==> src/rtl/ld_str_buffer.sv <==
// Multi-entry load/store buffer for the LC-3b Tomasulo core.
// Holds memory ops in program order, snoops the CDB for missing operands,
// issues one access at a time from the head and broadcasts results on the CDB.
//
// state | meaning
// IDLE  | waiting for the head entry to become ready
// MEM   | memory strobe held until dmem_resp
// CDB   | result held on cdb_req until cdb_grant, then the head is popped
module ld_str_buffer #(
   parameter int data_width = 16,
   parameter int tag_width  = 3,
   parameter int DEPTH      = 4
) (
   input  logic                      clk,
   input  logic                      flush,
   input  logic                      WE,
   output logic                      full,
   input  logic [3:0]                opcode_in,
   input  logic [data_width-1:0]     Vbase,
   input  logic [data_width-1:0]     Vsrc,
   input  logic [data_width-1:0]     offset_in,
   input  logic                      Vbase_valid_in,
   input  logic                      Vsrc_valid_in,
   input  logic [tag_width-1:0]      Qbase,
   input  logic [tag_width-1:0]      Qsrc,
   input  logic [tag_width-1:0]      dest,
   input  logic                      cdb_in_valid,
   input  logic [tag_width-1:0]      cdb_in_tag,
   input  logic [data_width-1:0]     cdb_in_data,
   input  logic [tag_width-1:0]      rob_head_tag,
   output logic [data_width-1:0]     dmem_addr,
   output logic                      dmem_read,
   output logic                      dmem_write,
   output logic [data_width-1:0]     dmem_wdata,
   output logic [1:0]                dmem_byte_enable,
   input  logic                      dmem_resp,
   input  logic [data_width-1:0]     dmem_rdata,
   output logic                      cdb_req,
   input  logic                      cdb_grant,
   output logic                      cdb_out_valid,
   output logic [tag_width-1:0]      cdb_out_tag,
   output logic [data_width-1:0]     cdb_out_data,
   output logic [$clog2(DEPTH):0]    count
);

   localparam int PW = $clog2(DEPTH);
   localparam int CW = PW + 1;

   // LC-3b opcode encodings
   localparam logic [3:0] OP_LDB = 4'b0010;
   localparam logic [3:0] OP_STB = 4'b0011;
   localparam logic [3:0] OP_LDR = 4'b0110;
   localparam logic [3:0] OP_STR = 4'b0111;

   typedef enum logic [1:0] {S_IDLE, S_MEM, S_CDB} state_t;

   function automatic logic is_store(input logic [3:0] op);
      return (op == OP_STR) || (op == OP_STB);
   endfunction

   // entry storage
   logic                  r_busy  [DEPTH];
   logic [3:0]            r_op    [DEPTH];
   logic [data_width-1:0] r_off   [DEPTH];
   logic [data_width-1:0] r_vbase [DEPTH];
   logic [data_width-1:0] r_vsrc  [DEPTH];
   logic                  r_vb_ok [DEPTH];
   logic                  r_vs_ok [DEPTH];
   logic [tag_width-1:0]  r_qb    [DEPTH];
   logic [tag_width-1:0]  r_qs    [DEPTH];
   logic [tag_width-1:0]  r_dest  [DEPTH];

   logic [PW-1:0]         r_head;
   logic [PW-1:0]         r_tail;
   logic [CW-1:0]         r_count;

   state_t                r_state;
   logic                  r_dmem_read;
   logic                  r_dmem_write;
   logic [data_width-1:0] r_dmem_addr;
   logic [data_width-1:0] r_dmem_wdata;
   logic [1:0]            r_dmem_be;
   logic                  r_lsb;
   logic                  r_is_ldb;
   logic                  r_is_st;
   logic                  r_cdb_req;
   logic [tag_width-1:0]  r_cdb_tag;
   logic [data_width-1:0] r_cdb_data;

   logic                  w_full;
   logic                  w_alloc;
   logic                  w_pop;
   logic                  w_vb_cap;
   logic                  w_vs_cap;
   logic [3:0]            w_head_op;
   logic                  w_head_st;
   logic                  w_head_ready;
   logic [data_width-1:0] w_raw;
   logic [7:0]            w_hsrc_b;
   logic [7:0]            w_rbyte;

   assign w_full   = (r_count == CW'(DEPTH));
   assign w_alloc  = WE & ~w_full;
   assign w_pop    = r_cdb_req & cdb_grant;

   // operand forwarded from the CDB on the allocation cycle
   assign w_vb_cap = ~Vbase_valid_in & cdb_in_valid & (Qbase == cdb_in_tag);
   assign w_vs_cap = is_store(opcode_in) & ~Vsrc_valid_in & cdb_in_valid & (Qsrc == cdb_in_tag);

   assign w_head_op    = r_op[r_head];
   assign w_head_st    = is_store(w_head_op);
   assign w_head_ready = r_busy[r_head] & r_vb_ok[r_head] &
                         (~w_head_st | (r_vs_ok[r_head] & (r_dest[r_head] == rob_head_tag)));
   assign w_raw        = r_vbase[r_head] + r_off[r_head];
   assign w_hsrc_b     = r_vsrc[r_head][7:0];
   assign w_rbyte      = r_lsb ? dmem_rdata[15:8] : dmem_rdata[7:0];

   assign full             = w_full;
   assign count            = r_count;
   assign dmem_addr        = r_dmem_addr;
   assign dmem_read        = r_dmem_read;
   assign dmem_write       = r_dmem_write;
   assign dmem_wdata       = r_dmem_wdata;
   assign dmem_byte_enable = r_dmem_be;
   assign cdb_req          = r_cdb_req;
   assign cdb_out_valid    = w_pop;
   assign cdb_out_tag      = r_cdb_tag;
   assign cdb_out_data     = r_cdb_data;

   // entry allocation, CDB snooping and release on pop
   always_ff @(posedge clk) begin
      if (flush) begin
         for (int i = 0; i < DEPTH; i++) begin
            r_busy[i]  <= 1'b0;
            r_op[i]    <= '0;
            r_off[i]   <= '0;
            r_vbase[i] <= '0;
            r_vsrc[i]  <= '0;
            r_vb_ok[i] <= 1'b0;
            r_vs_ok[i] <= 1'b0;
            r_qb[i]    <= '0;
            r_qs[i]    <= '0;
            r_dest[i]  <= '0;
         end
      end else begin
         for (int i = 0; i < DEPTH; i++) begin
            if (w_alloc && (PW'(i) == r_tail)) begin
               r_busy[i]  <= 1'b1;
               r_op[i]    <= opcode_in;
               r_off[i]   <= offset_in;
               r_dest[i]  <= dest;
               r_qb[i]    <= Qbase;
               r_qs[i]    <= Qsrc;
               r_vbase[i] <= w_vb_cap ? cdb_in_data : Vbase;
               r_vb_ok[i] <= Vbase_valid_in | w_vb_cap;
               r_vsrc[i]  <= w_vs_cap ? cdb_in_data : Vsrc;
               r_vs_ok[i] <= Vsrc_valid_in | w_vs_cap;
            end else begin
               if (w_pop && (PW'(i) == r_head))
                  r_busy[i] <= 1'b0;
               if (r_busy[i] && cdb_in_valid) begin
                  if (!r_vb_ok[i] && (r_qb[i] == cdb_in_tag)) begin
                     r_vbase[i] <= cdb_in_data;
                     r_vb_ok[i] <= 1'b1;
                  end
                  if (is_store(r_op[i]) && !r_vs_ok[i] && (r_qs[i] == cdb_in_tag)) begin
                     r_vsrc[i]  <= cdb_in_data;
                     r_vs_ok[i] <= 1'b1;
                  end
               end
            end
         end
      end
   end

   // head/tail pointers and occupancy
   always_ff @(posedge clk) begin
      if (flush) begin
         r_head  <= '0;
         r_tail  <= '0;
         r_count <= '0;
      end else begin
         if (w_alloc)
            r_tail <= r_tail + PW'(1);
         if (w_pop)
            r_head <= r_head + PW'(1);
         case ({w_alloc, w_pop})
            2'b10:   r_count <= r_count + CW'(1);
            2'b01:   r_count <= r_count - CW'(1);
            default: r_count <= r_count;
         endcase
      end
   end

   // issue FSM with registered memory and CDB outputs
   always_ff @(posedge clk) begin
      if (flush) begin
         r_state      <= S_IDLE;
         r_dmem_read  <= 1'b0;
         r_dmem_write <= 1'b0;
         r_dmem_addr  <= '0;
         r_dmem_wdata <= '0;
         r_dmem_be    <= 2'b00;
         r_lsb        <= 1'b0;
         r_is_ldb     <= 1'b0;
         r_is_st      <= 1'b0;
         r_cdb_req    <= 1'b0;
         r_cdb_tag    <= '0;
         r_cdb_data   <= '0;
      end else begin
         case (r_state)
            S_IDLE: begin
               if (w_head_ready) begin
                  r_state      <= S_MEM;
                  r_dmem_read  <= ~w_head_st;
                  r_dmem_write <= w_head_st;
                  r_dmem_addr  <= {w_raw[data_width-1:1], 1'b0};
                  if ((w_head_op == OP_LDR) || (w_head_op == OP_STR))
                     r_dmem_be <= 2'b11;
                  else
                     r_dmem_be <= w_raw[0] ? 2'b10 : 2'b01;
                  r_dmem_wdata <= (w_head_op == OP_STB) ? {(data_width/8){w_hsrc_b}}
                                                        : r_vsrc[r_head];
                  r_lsb        <= w_raw[0];
                  r_is_ldb     <= (w_head_op == OP_LDB);
                  r_is_st      <= w_head_st;
                  r_cdb_tag    <= r_dest[r_head];
               end
            end
            S_MEM: begin
               if (dmem_resp) begin
                  r_state      <= S_CDB;
                  r_dmem_read  <= 1'b0;
                  r_dmem_write <= 1'b0;
                  r_cdb_req    <= 1'b1;
                  if (r_is_st)
                     r_cdb_data <= '0;
                  else if (r_is_ldb)
                     r_cdb_data <= {{(data_width-8){w_rbyte[7]}}, w_rbyte};
                  else
                     r_cdb_data <= dmem_rdata;
               end
            end
            S_CDB: begin
               if (cdb_grant) begin
                  r_state   <= S_IDLE;
                  r_cdb_req <= 1'b0;
               end
            end
            default: r_state <= S_IDLE;
         endcase
      end
   end

endmodule

==> config.mk <==
export PLATFORM = sky130hd
export DESIGN_NAME = ld_str_buffer
export DESIGN_NICKNAME = d
export VERILOG_FILES = /design/src/rtl/ld_str_buffer.sv
export SDC_FILE = /design/constraint.sdc
export NUM_CORES = 1
export LEC_CHECK = 0
export BUFFER_PORTS_ARGS = -buffer_cell sky130_fd_sc_hd__buf_2
export CORE_MARGIN = 2
export CORE_UTILIZATION = 44
export CTS_BUF_LIST = sky130_fd_sc_hd__clkbuf_16
export DETAILED_ROUTE_END_ITERATION = 10
export GPL_TIMING_DRIVEN = 0
export SETUP_SLACK_MARGIN = 0.05
export SYNTH_ARGS = -nofsm -noshare
export SYNTH_HDL_FRONTEND = slang
export SYNTH_SLANG_ARGS = --single-unit
==> constraint.sdc <==
create_clock -name clk -period 7.67 [get_ports clk]
set_input_delay 1.534 -clock clk [delete_from_list [all_inputs] [get_ports clk]]
set_output_delay 1.534 -clock clk [all_outputs]
set_load 0.01 [all_outputs]
* Word level (Yosys, flattened, before mapping)
Memory sizes are Yosys's and may differ from the RTL's. A register that Yosys moved wholly into a read port is not among the register bits. Index checks and enable logic that the tools add are counted.
Operators by class: add/subtract/negate cells 5, equal/unequal tests 39, muxes and demuxes 167, bitwise logic cells 77, reduce and logical (&&, ||, !) cells 50
Operator list (number):
- $mux W16 | 25
- $mux W1 | 99
- $or A1 B1 Y1 | 63
- $mux W2 | 21
- $mux W3 | 12
- $eq A3 B3 Y1 | 11
- $eq A4 B2 Y1 const B | 7
- $eq A4 B3 Y1 const B | 7
- $logic_and A1 B1 Y1 | 24
- $add A16 B16 Y16 | 1
- $mux W4 | 4
- $and A1 B1 Y1 | 10
- $reduce_and A3 Y1 | 3
- $eq A2 B2 Y1 const A | 4
- $logic_not A1 Y1 | 8
- $mux W8 | 1
- $logic_or A1 B1 Y1 | 7
- $logic_not A2 Y1 | 3
- $ne A2 B2 Y1 const B | 3
- $pmux W1 S2 | 3
- $pmux W2 S3 | 1
- $pmux W3 S2 | 1
- $reduce_bool A2 Y1 | 3
- $add A2 B1 Y2 const B | 2
- other kinds (8) | 15
Word-level totals: bits in registers 67, RAM bits 256, output and inout bits 61, memories 10
Memory list:
- r_off | words 4, bits a word 16, rd ports 1, clocked after memory_dff 1, wr ports 4, line 64 | logic [data_width-1:0] r_off [DEPTH];
- r_vbase | words 4, bits a word 16, rd ports 1, clocked after memory_dff 1, wr ports 4, line 65 | logic [data_width-1:0] r_vbase [DEPTH];
- r_vsrc | words 4, bits a word 16, rd ports 1, clocked after memory_dff 1, wr ports 4, line 66 | logic [data_width-1:0] r_vsrc [DEPTH];
- r_op | words 4, bits a word 4, rd ports 5, clocked after memory_dff 1, wr ports 4, line 63 | logic [3:0] r_op [DEPTH];
- r_dest | words 4, bits a word 3, rd ports 1, clocked after memory_dff 1, wr ports 4, line 71 | logic [tag_width-1:0] r_dest [DEPTH];
- r_qb | words 4, bits a word 3, rd ports 4, clocked after memory_dff 0, wr ports 4, line 69 | logic [tag_width-1:0] r_qb [DEPTH];
- 4 more memories

* Longest topological paths before layout
Gate-level depths: netlist of run 1. An unclocked memory read counts as a cell.
depth after elaboration 11, gate-level depth with buffers 12

* Worst setup path after synthesis of run 1
OpenSTA, ideal clock, no wires.
path kind flip-flop to flip-flop, from register with a tool-made name, to register r_dmem_addr[14] (netlist: dmem_addr[14]), arrival 3.603 ns, required time 7.537 ns, path slack 3.934 ns, cell stages (with the launch flop) 13, buffers on the path 3, period minus slack after synthesis 3.736 ns, path through dfxtp_1 buf_4 buf_2 buf_2 mux4_2 ha_1 fa_1 a211o_1 a211oi_1 o31ai_1 and4b_1 a31oi_1 a211oi_2
RTL lines:
- to (signal assigned) | line 217 | r_dmem_addr <= {w_raw[data_width-1:1], 1'b0};
- to (decl) | line 80 | logic [data_width-1:0] r_dmem_addr;

==> results of run 1 <==
[registers in the layout, summed over array words and instances, names as in the netlist, 12 cells and up, named ones only]
signal        flops
cdb_out_data     16
dmem_addr        15
dmem_wdata       16
r_dest           12
r_off            64
r_op             16
r_qb             12
r_qs             12
r_vbase          64
r_vsrc           64
[metrics by stage]
step	setup slack (ps)	total power [mW]	hold slack, ps	cell area (um2)	std cells
floorplan	3930	2.44	437	15700	1211
global placement	2810	2.65	440	17000	1818
detailed placement	2830	2.66	446	17000	1818
CTS	2780	4.30	454	18100	1879
global route	2570	4.43	478	18200	1883
finish	2710	4.29	452	18200	1885
[cell usage after synthesis, drive strengths merged (2+ instances only)]
| master | instances | area share, % |
|---|---|---|
| a2111oi | 3 | 0.41 |
| a211o | 3 | 0.17 |
| a211oi | 13 | 0.94 |
| a21o | 8 | 0.38 |
| a21oi | 48 | 1.5 |
| a22o | 129 | 7.2 |
| a22oi | 17 | 0.82 |
| a311oi | 2 | 0.11 |
| a31oi | 2 | 0.080 |
| and2 | 2 | 0.080 |
| and3 | 117 | 4.7 |
| and3b | 2 | 0.11 |
| buf | 50 | 1.7 |
| clkbuf | 48 | 1.2 |
| dfxtp | 69 | 8.8 |
| edfxtp | 256 | 49 |
| fa | 2 | 0.26 |
| ha | 24 | 1.9 |
| inv | 28 | 0.67 |
| mux2i | 9 | 0.58 |
| mux4 | 53 | 7.6 |
| nand2 | 93 | 2.2 |
| nand2b | 20 | 0.80 |
| nand3 | 8 | 0.26 |
| nand3b | 5 | 0.24 |
| nand4 | 3 | 0.12 |
| nand4b | 2 | 0.11 |
| nor2 | 61 | 1.6 |
| nor2b | 5 | 0.20 |
| nor3 | 2 | 0.064 |
| nor3b | 2 | 0.096 |
| nor4 | 8 | 0.32 |
| o21a | 5 | 0.24 |
| o21ai | 39 | 1.3 |
| o21bai | 2 | 0.096 |
| o31ai | 3 | 0.14 |
| o41ai | 3 | 0.31 |
| or2 | 2 | 0.080 |
| or3 | 2 | 0.080 |
| or3b | 2 | 0.11 |
| xnor2 | 36 | 2.0 |
| xor2 | 15 | 0.84 |
[power breakdown]
group	internal, mW	switching, mW
clock	0.969	0.682
sequential	2.03	0.0435
combinational	0.213	0.357
total	3.21	1.08
[worst max path at each step]
stage	startpoint	endpoint	slack, ps	cells after the start
after floorplan	flop	dmem_addr[14]$_SDFFE_PP0P_	3930	12
after global placement	flop	dmem_addr[14]$_SDFFE_PP0P_	2810	12
after detailed placement	flop	dmem_addr[14]$_SDFFE_PP0P_	2830	12
after CTS	flop	dmem_addr[14]$_SDFFE_PP0P_	2780	12
after global routing	flop	dmem_addr[14]$_SDFFE_PP0P_	2570	12
final	flop	dmem_addr[14]$_SDFFE_PP0P_	2710	12
[critical path, stage by stage (launching register included)]
cell	delay, ps
sky130_fd_sc_hd__dfxtp_1	440
sky130_fd_sc_hd__buf_2	370
sky130_fd_sc_hd__clkbuf_1	650
sky130_fd_sc_hd__clkbuf_1	690
sky130_fd_sc_hd__mux4_2	460
sky130_fd_sc_hd__ha_1	270
sky130_fd_sc_hd__fa_1	500
sky130_fd_sc_hd__a211o_1	340
sky130_fd_sc_hd__a211oi_1	310
sky130_fd_sc_hd__o31ai_1	190
sky130_fd_sc_hd__and4b_1	230
sky130_fd_sc_hd__a31oi_1	210
sky130_fd_sc_hd__a211oi_2	120
[cell usage in the layout (no fill, tap or decap), drive strengths merged, types with 15 or more instances in the layout]
cell type,instances
edfxtp,256
buf,200
a22o,129
and3,117
nand2,93
clkbuf,85
dfxtp,69
nor2,61
mux4,53
a21oi,48
o21ai,39
xnor2,36
inv,35
ha,24
nand2b,20
a22oi,17
xor2,15
[kinds of logic after synthesis]
kind of cell               count (synthesis)
other                                      1
DFF                                      325
AOI/OAI and AO/OA                        282
and+or+nand+nor                          338
buffers and inverters                    126
xor gates and xnor gates                  51
muxes                                     62
adders and majority gates                 26
[metal layers]
layer  global-route usage [%]  routed length (um)  up-vias
li1                         -                   -     5034
met1                     34.6               19600     5455
met2                     39.0               21100      474
met3                     4.62                3840       72
met4                     6.72                 978        2
met5                        0                  13        -
[final cells by class]
cell class	instances	share of cell area (%)
clock buffer	37	5.09
tap	461	3.17
timing repair buffer	150	4.58
inverter	28	0.578
antenna	2	0.0275
sequential	325	49.9
buffer	98	2.42
clock inverter	24	0.991
multi-input combinational	760	33.2
==> insert_results.sql, run 1 <==
INSERT INTO impl_metrics (metric_group, metric, value, unit) VALUES
('clocking', 'cts_buffer_depth', '3', ''),
('logic_synthesis', 'synth-async-reset-ratio', '0', '%'),
('global_route', 'antenna_found_initial', '2', ''),
('logic_synthesis', 'synthFlopType', 'sky130_fd_sc_hd__edfxtp_1', ''),
('die', 'coreArea', '35300', 'um2'),
('clocking', 'tritoncts_num_sinks', '325', ''),
('die', 'rows', '69', ''),
('worst_setup_path', 'critical_path_class', 'flop to flop', ''),
('die', 'initial_util', '44.3', '%'),
('die', 'floorplan.io_pins', '168', ''),
('worst_setup_path', 'startpoint_type', 'flop', ''),
('routing', 'viasPerCell', '5.86', ''),
('logic_synthesis', 'edff_count_synth', '256', ''),
('clocking', 'cts_tree', 'yes', ''),
('layout', 'multi_input_area', '6040', 'um2'),
('worst_setup_path', 'worstReg2RegEnd', 'dmem_addr[14]$_SDFFE_PP0P_', ''),
('routing', 'antenna_violating_nets_post_route', '0', ''),
('routing', 'drt_wl_total', '45.5', 'mm'),
('logic_synthesis', 'synth_adder_area_share', '2.17', '%'),
('timing', 'skew', '15.5', 'ps'),
('timing', 'part_of_the_cycle_the_worst_path_needs', '64.6', '%'),
('routing', 'detail_route.wl_per_cell', '24.2', 'um'),
('clocking', 'clock_tree.root_cell', 'sky130_fd_sc_hd__clkbuf_16', ''),
('logic_synthesis', 'synth_cell_types', '60', ''),
('logic_synthesis', 'synth-compound-area-share', '14.0', '%'),
('routing', 'num_vias', '11000', ''),
('place', 'port_buffers', '146', ''),
('logic_synthesis', 'syn-mean-instance-area', '12.9', 'um2'),
('timing', 'max_freq', '202', 'MHz'),
('power_and_ir_drop', 'worst_ir_drop_vdd', '0.185', 'mV'),
('clocking', 'cts_repair_resize_count', '0', ''),
('logic_synthesis', 'netlist_area', '15700', 'um2'),
('timing', 'slew_headroom', '27.1', '%'),
('global_route', 'grt_first_pass_wirelength', '66.7', 'mm'),
('timing', 'finalCriticalPeriod', '4960', 'ps'),
('global_route', 'maximum_number_of_pins_on_one_net_before_global_route_repair', '30', ''),
('logic_synthesis', 'synth-seq-cells', '325', ''),
('power_and_ir_drop', 'power_leakage', '7.43', 'nW'),
('logic_synthesis', 'post_synth_net_total', '1344', ''),
('die', 'floorplan.die.width', '193', 'um'),
('clocking', 'cts.hold.buffers_added', '0', ''),
('worst_hold_path', 'min_to', 'dmem_addr[4]$_SDFFE_PP0P_', ''),
('place', 'gpl.final_weighted_congestion', '0.889', ''),
('routing', 'first_pass_iters', '7', ''),
('timing', 'tightest_slew', '1090', 'ps'),
('worst_hold_path', 'startpoint_of_the_tightest_hold_check_path', 'dmem_addr[4]$_SDFFE_PP0P_', ''),
('logic_synthesis', 'synth-simple-area-share', '11.3', '%'),
('worst_setup_path', 'critPathCaptureType', 'flop', ''),
('layout', 'layout_overhead_on_the_synthesized_area', '16.1', '%'),
('clocking', 'insertion_delay', '520', 'ps'),
('timing', 'rsz_0062_raised_after_global_routing', 'no', ''),
('routing', 'drc_errors', '0', ''),
('worst_hold_path', 'hold_path_class', 'flop to flop', ''),
('timing', 'fin_setup_tns', '0', 'ps'),
('worst_setup_path', 'crit_path_arrival_time', '5320', 'ps'),
('worst_setup_path', 'critical_path_peak_fanout', '10', ''),
('logic_synthesis', 'main_combinational_cell_family_by_area_after_synthesis', 'compound AO/OA/AOI/OAI gates', ''),
('place', 'place_hpwl', '32.4', 'mm'),
('status', 'outcome', 'completed', ''),
('layout', 'area.sequential', '9070', 'um2'),
('timing', 'timing.final.hold_violations', '0', ''),
('clocking', 'tritoncts.num_buffers', '36', ''),
('clocking', 'cts_post_setup_buffers_inserted', '0', ''),
('die', 'design.die.area', '37100', 'um2'),
('worst_setup_path', 'reg2regPathDepth', '12', ''),
('logic_synthesis', 'postSynthCellCount', '1211', ''),
('global_route', 'grt.overflow.total', '0', ''),
('power_and_ir_drop', 'powerDensity', '236', 'nW/um2'),
('worst_hold_path', 'min_path_cells', '2', ''),
('routing', 'detailedRoute.firstIterationViolations', '997', ''),
('worst_setup_path', 'crit_required', '8040', 'ps');
(Power assumes the default switching activity.)
==> run 2, diff against run 1 <==
--- a/config.mk
+++ b/config.mk
@@ -11,6 +11,7 @@
 export CTS_BUF_LIST = sky130_fd_sc_hd__clkbuf_16
 export DETAILED_ROUTE_END_ITERATION = 10
 export GPL_TIMING_DRIVEN = 0
+export PLACE_DENSITY = 0.65
 export SETUP_SLACK_MARGIN = 0.05
 export SYNTH_ARGS = -nofsm -noshare
 export SYNTH_HDL_FRONTEND = slang
==> constraint.sdc (replaced) <==
create_clock -name clk -period 4.5 [get_ports clk]
set_input_delay 0.9 -clock clk [delete_from_list [all_inputs] [get_ports clk]]
set_output_delay 0.9 -clock clk [all_outputs]
set_load 0.01 [all_outputs]
==> run 2 against run 1 <==
Against the previous run:
- clock skew up 9.5 ps
- largest power group unchanged
- global-route usage fell by 1.0 points
- die area stayed put
- sequential cell count did not move
- cell count is 0.32% lower
- routed wire length down 3.5%
- clock power up 65%
- critical path type unchanged
- register-to-register slack worse by 2400 ps
==> insert_results.sql, run 2 (same netlist as run 1, synthesis figures left out) <==
INSERT INTO impl_metrics (metric_group, metric, value, unit) VALUES
('global_route', 'antenna_found_initial', '2', ''),
('die', 'initial_util', '44.3', '%'),
('clocking', 'tritoncts_num_sinks', '325', ''),
('layout', 'stdcell_area', '18100', 'um2'),
('power_and_ir_drop', 'p_seq_share', '48.9', '%'),
('worst_setup_path', 'crit_required', '4910', 'ps'),
('power_and_ir_drop', 'cell_internal_pwr', '5.40', 'mW'),
('global_route', 'grt_first_pass_wirelength', '64.7', 'mm'),
('power_and_ir_drop', 'worst_ir_drop_vdd', '0.249', 'mV'),
('job', 'cap_violations', '0', ''),
('layout', 'nets', '1527', ''),
('routing', 'detail_route.wl_per_cell', '23.4', 'um'),
('timing', 'fin_worst_hold_slack', '452', 'ps'),
('place', 'gpl.final_weighted_congestion', '0.914', ''),
('routing', 'first_pass_iters', '5', ''),
('global_route', 'globalRouteTotalUtil', '23.5', '%'),
('power_and_ir_drop', 'total_switching_power', '1.82', 'mW'),
('worst_setup_path', 'cpMaxStageDelayCell', 'sky130_fd_sc_hd__buf_1', ''),
('clocking', 'tritoncts.num_buffers', '35', ''),
('clocking', 'cts_tree', 'yes', ''),
('worst_setup_path', 'worst-path-buf-inv', '2', ''),
('timing', 'skew', '25.1', 'ps'),
('layout', 'layout.cells.most_common_list', 'sky130_fd_sc_hd__edfxtp_1 (256), sky130_fd_sc_hd__buf_2 (168), sky130_fd_sc_hd__a22o_1 (129)', ''),
('power_and_ir_drop', 'power_leakage', '7.39', 'nW'),
('routing', 'num_vias', '11100', ''),
('routing', 'drc_errors', '0', ''),
('layout', 'mostFrequentLayoutCell', 'sky130_fd_sc_hd__edfxtp_1', ''),
('clocking', 'cts_buffer_depth', '3', ''),
('routing', 'detailedRoute.firstIterationViolations', '1093', ''),
('routing', 'drt_wl_total', '43.9', 'mm'),
('global_route', 'maximum_number_of_pins_on_one_net_before_global_route_repair', '30', ''),
('worst_setup_path', 'path_common_cell', 'sky130_fd_sc_hd__a21o_1', ''),
('routing', 'antenna_violating_nets_post_route', '0', ''),
('timing', 'max_freq', '237', 'MHz'),
('die', 'design.die.area', '37100', 'um2'),
('power_and_ir_drop', 'switching_share', '25.2', '%'),
('routing', 'viasPerCell', '5.89', ''),
('worst_setup_path', 'startpoint_type', 'flop', ''),
('timing', 'tightest_slew', '1370', 'ps'),
('power_and_ir_drop', 'power.combinational.fraction', '13.3', '%'),
('layout', 'postLayoutCoreUtil', '51.2', '%'),
('global_route', 'first_global_vias', '10600', ''),
('timing', 'fin_setup_tns', '0', 'ps'),
('die', 'dieHeight', '193', 'um'),
('power_and_ir_drop', 'clkPwrFrac', '37.8', '%'),
('clocking', 'clk_pin_slew', '60', 'ps'),
('timing', 'timing.final.hold_violations', '0', ''),
('die', 'coreArea', '35300', 'um2'),
('layout', 'reg.largest.list', 'r_off (64), r_vbase (64), r_vsrc (64)', ''),
('worst_hold_path', 'hold_path_class', 'flop to flop', ''),
('worst_setup_path', 'worst_path_largest_cell_delay', '760', 'ps'),
('worst_setup_path', 'critical_path.cell_chain', 'buf_2 > buf_1 > mux4_2 > ha_1 > a21o_1 > a21oi_1 > a21o_1 > a2111oi_1 > or3b_2 > a311oi_1', ''),
('timing', 'finalSetupViolCount', '0', ''),
('clocking', 'clock_tree.root_cell', 'sky130_fd_sc_hd__clkbuf_16', ''),
('die', 'rows', '69', ''),
('place', 'place_hpwl', '31.5', 'mm'),
('status', 'outcome', 'completed', ''),
('die', 'floorplan.io_pins', '168', ''),
('clocking', 'cts_post_setup_buffers_inserted', '0', ''),
('worst_setup_path', 'critPathCaptureType', 'flop', ''),
('place', 'detailed_place.area', '17000', 'um2'),
('power_and_ir_drop', 'totalPowerFinal', '7.22', 'mW'),
('place', 'port_buffers', '146', ''),
('timing', 'drv_slew', '0', ''),
('layout', 'post_route_cells_drive_above_1_share', '21.8', '%'),
('worst_setup_path', 'critical_path_class', 'flop to flop', ''),
('worst_setup_path', 'critical_path_peak_fanout', '19', ''),
('global_route', 'grt.overflow.total', '0', ''),
('timing', 'finalCriticalPeriod', '4220', 'ps'),
('layout', 'layout_overhead_on_the_synthesized_area', '15.6', '%'),
('clocking', 'htree_levels', '2', ''),
('die', 'floorplan.die.width', '193', 'um'),
('worst_setup_path', 'critical-path-top-delay-family', 'buffers and inverters', ''),
('layout', 'filler_cell_count', '3046', ''),
('power_and_ir_drop', 'powerDensity', '399', 'nW/um2'),
('worst_setup_path', 'crit_path_arrival_time', '4640', 'ps'),
('timing', 'slew_headroom', '8.37', '%'),
('clocking', 'insertion_delay', '520', 'ps'),
('timing', 'part_of_the_cycle_the_worst_path_needs', '93.8', '%');
==> run 2: final cells by class <==
cell class,instances,area (um2),share of cell area (%)
Inverter,28,105,0.581
Clock inverter,21,141,0.782
Sequential cell,325,9070,50.1
Antenna cell,3,7.51,0.0415
Tap cell,461,577,3.19
Buffer,96,438,2.42
Timing Repair Buffer,148,786,4.34
Clock buffer,37,926,5.12
Multi-Input combinational cell,760,6040,33.4
==> run 2: timing repair <==
item | in CTS | in global routing
hold buffers | 0 | 0
gates resized for setup | 1 | 4
setup endpoints to repair | 5 | 4
==> run 2: path summary, 6_finish.rpt <==
kind / startpoint / slack (ps) / end / cells past startpoint
min reg2reg: dmem_wdata[2]$_SDFFE_PP0P_ / 450 / dmem_wdata[2]$_SDFFE_PP0P_ / 2
min: dmem_wdata[2]$_SDFFE_PP0P_ / 450 / dmem_wdata[2]$_SDFFE_PP0P_ / 2
max: flop / 280 / dmem_addr[15]$_SDFFE_PP0P_ / 10
max reg2reg: flop / 280 / dmem_addr[15]$_SDFFE_PP0P_ / 10
==> run 2: power groups by stage <==
stage | Combinational (mW) | Sequential, mW | Clock [mW]
finish | 0.958 | 3.53 | 2.73
CTS | 0.943 | 3.53 | 2.75
global route | 1.03 | 3.55 | 2.88
floorplan | 0.587 | 3.58 | 0
detailed placement | 0.936 | 3.59 | 0
global placement | 0.924 | 3.58 | 0
==> run 2: metal layers <==
layer  global-route usage, %  up-vias  share of wire, %
met5                       0        -             0.025
met4                    4.73        2               1.7
met3                    3.60       69               8.5
met2                    39.0      520                47
met1                    33.0     5450                42
li1                        -     5024                 -
==> run 2: per-stage QoR <==
stage | std cells | setup WS (ps)
6_report | 1879 | 278
5_1_grt | 1876 | -9.56
4_1_cts | 1875 | 72.0
3_5_place_dp | 1818 | -304
3_3_place_gp | 1818 | -270
2_1_floorplan | 1211 | 764
==> run 2: tightest hold or removal path, delay by kind of cell (launching register included) <==
kind,cells,cell delay [ps]
DFF,1,300
AOI/OAI and AO/OA,1,50
and+or+nand+nor,1,50
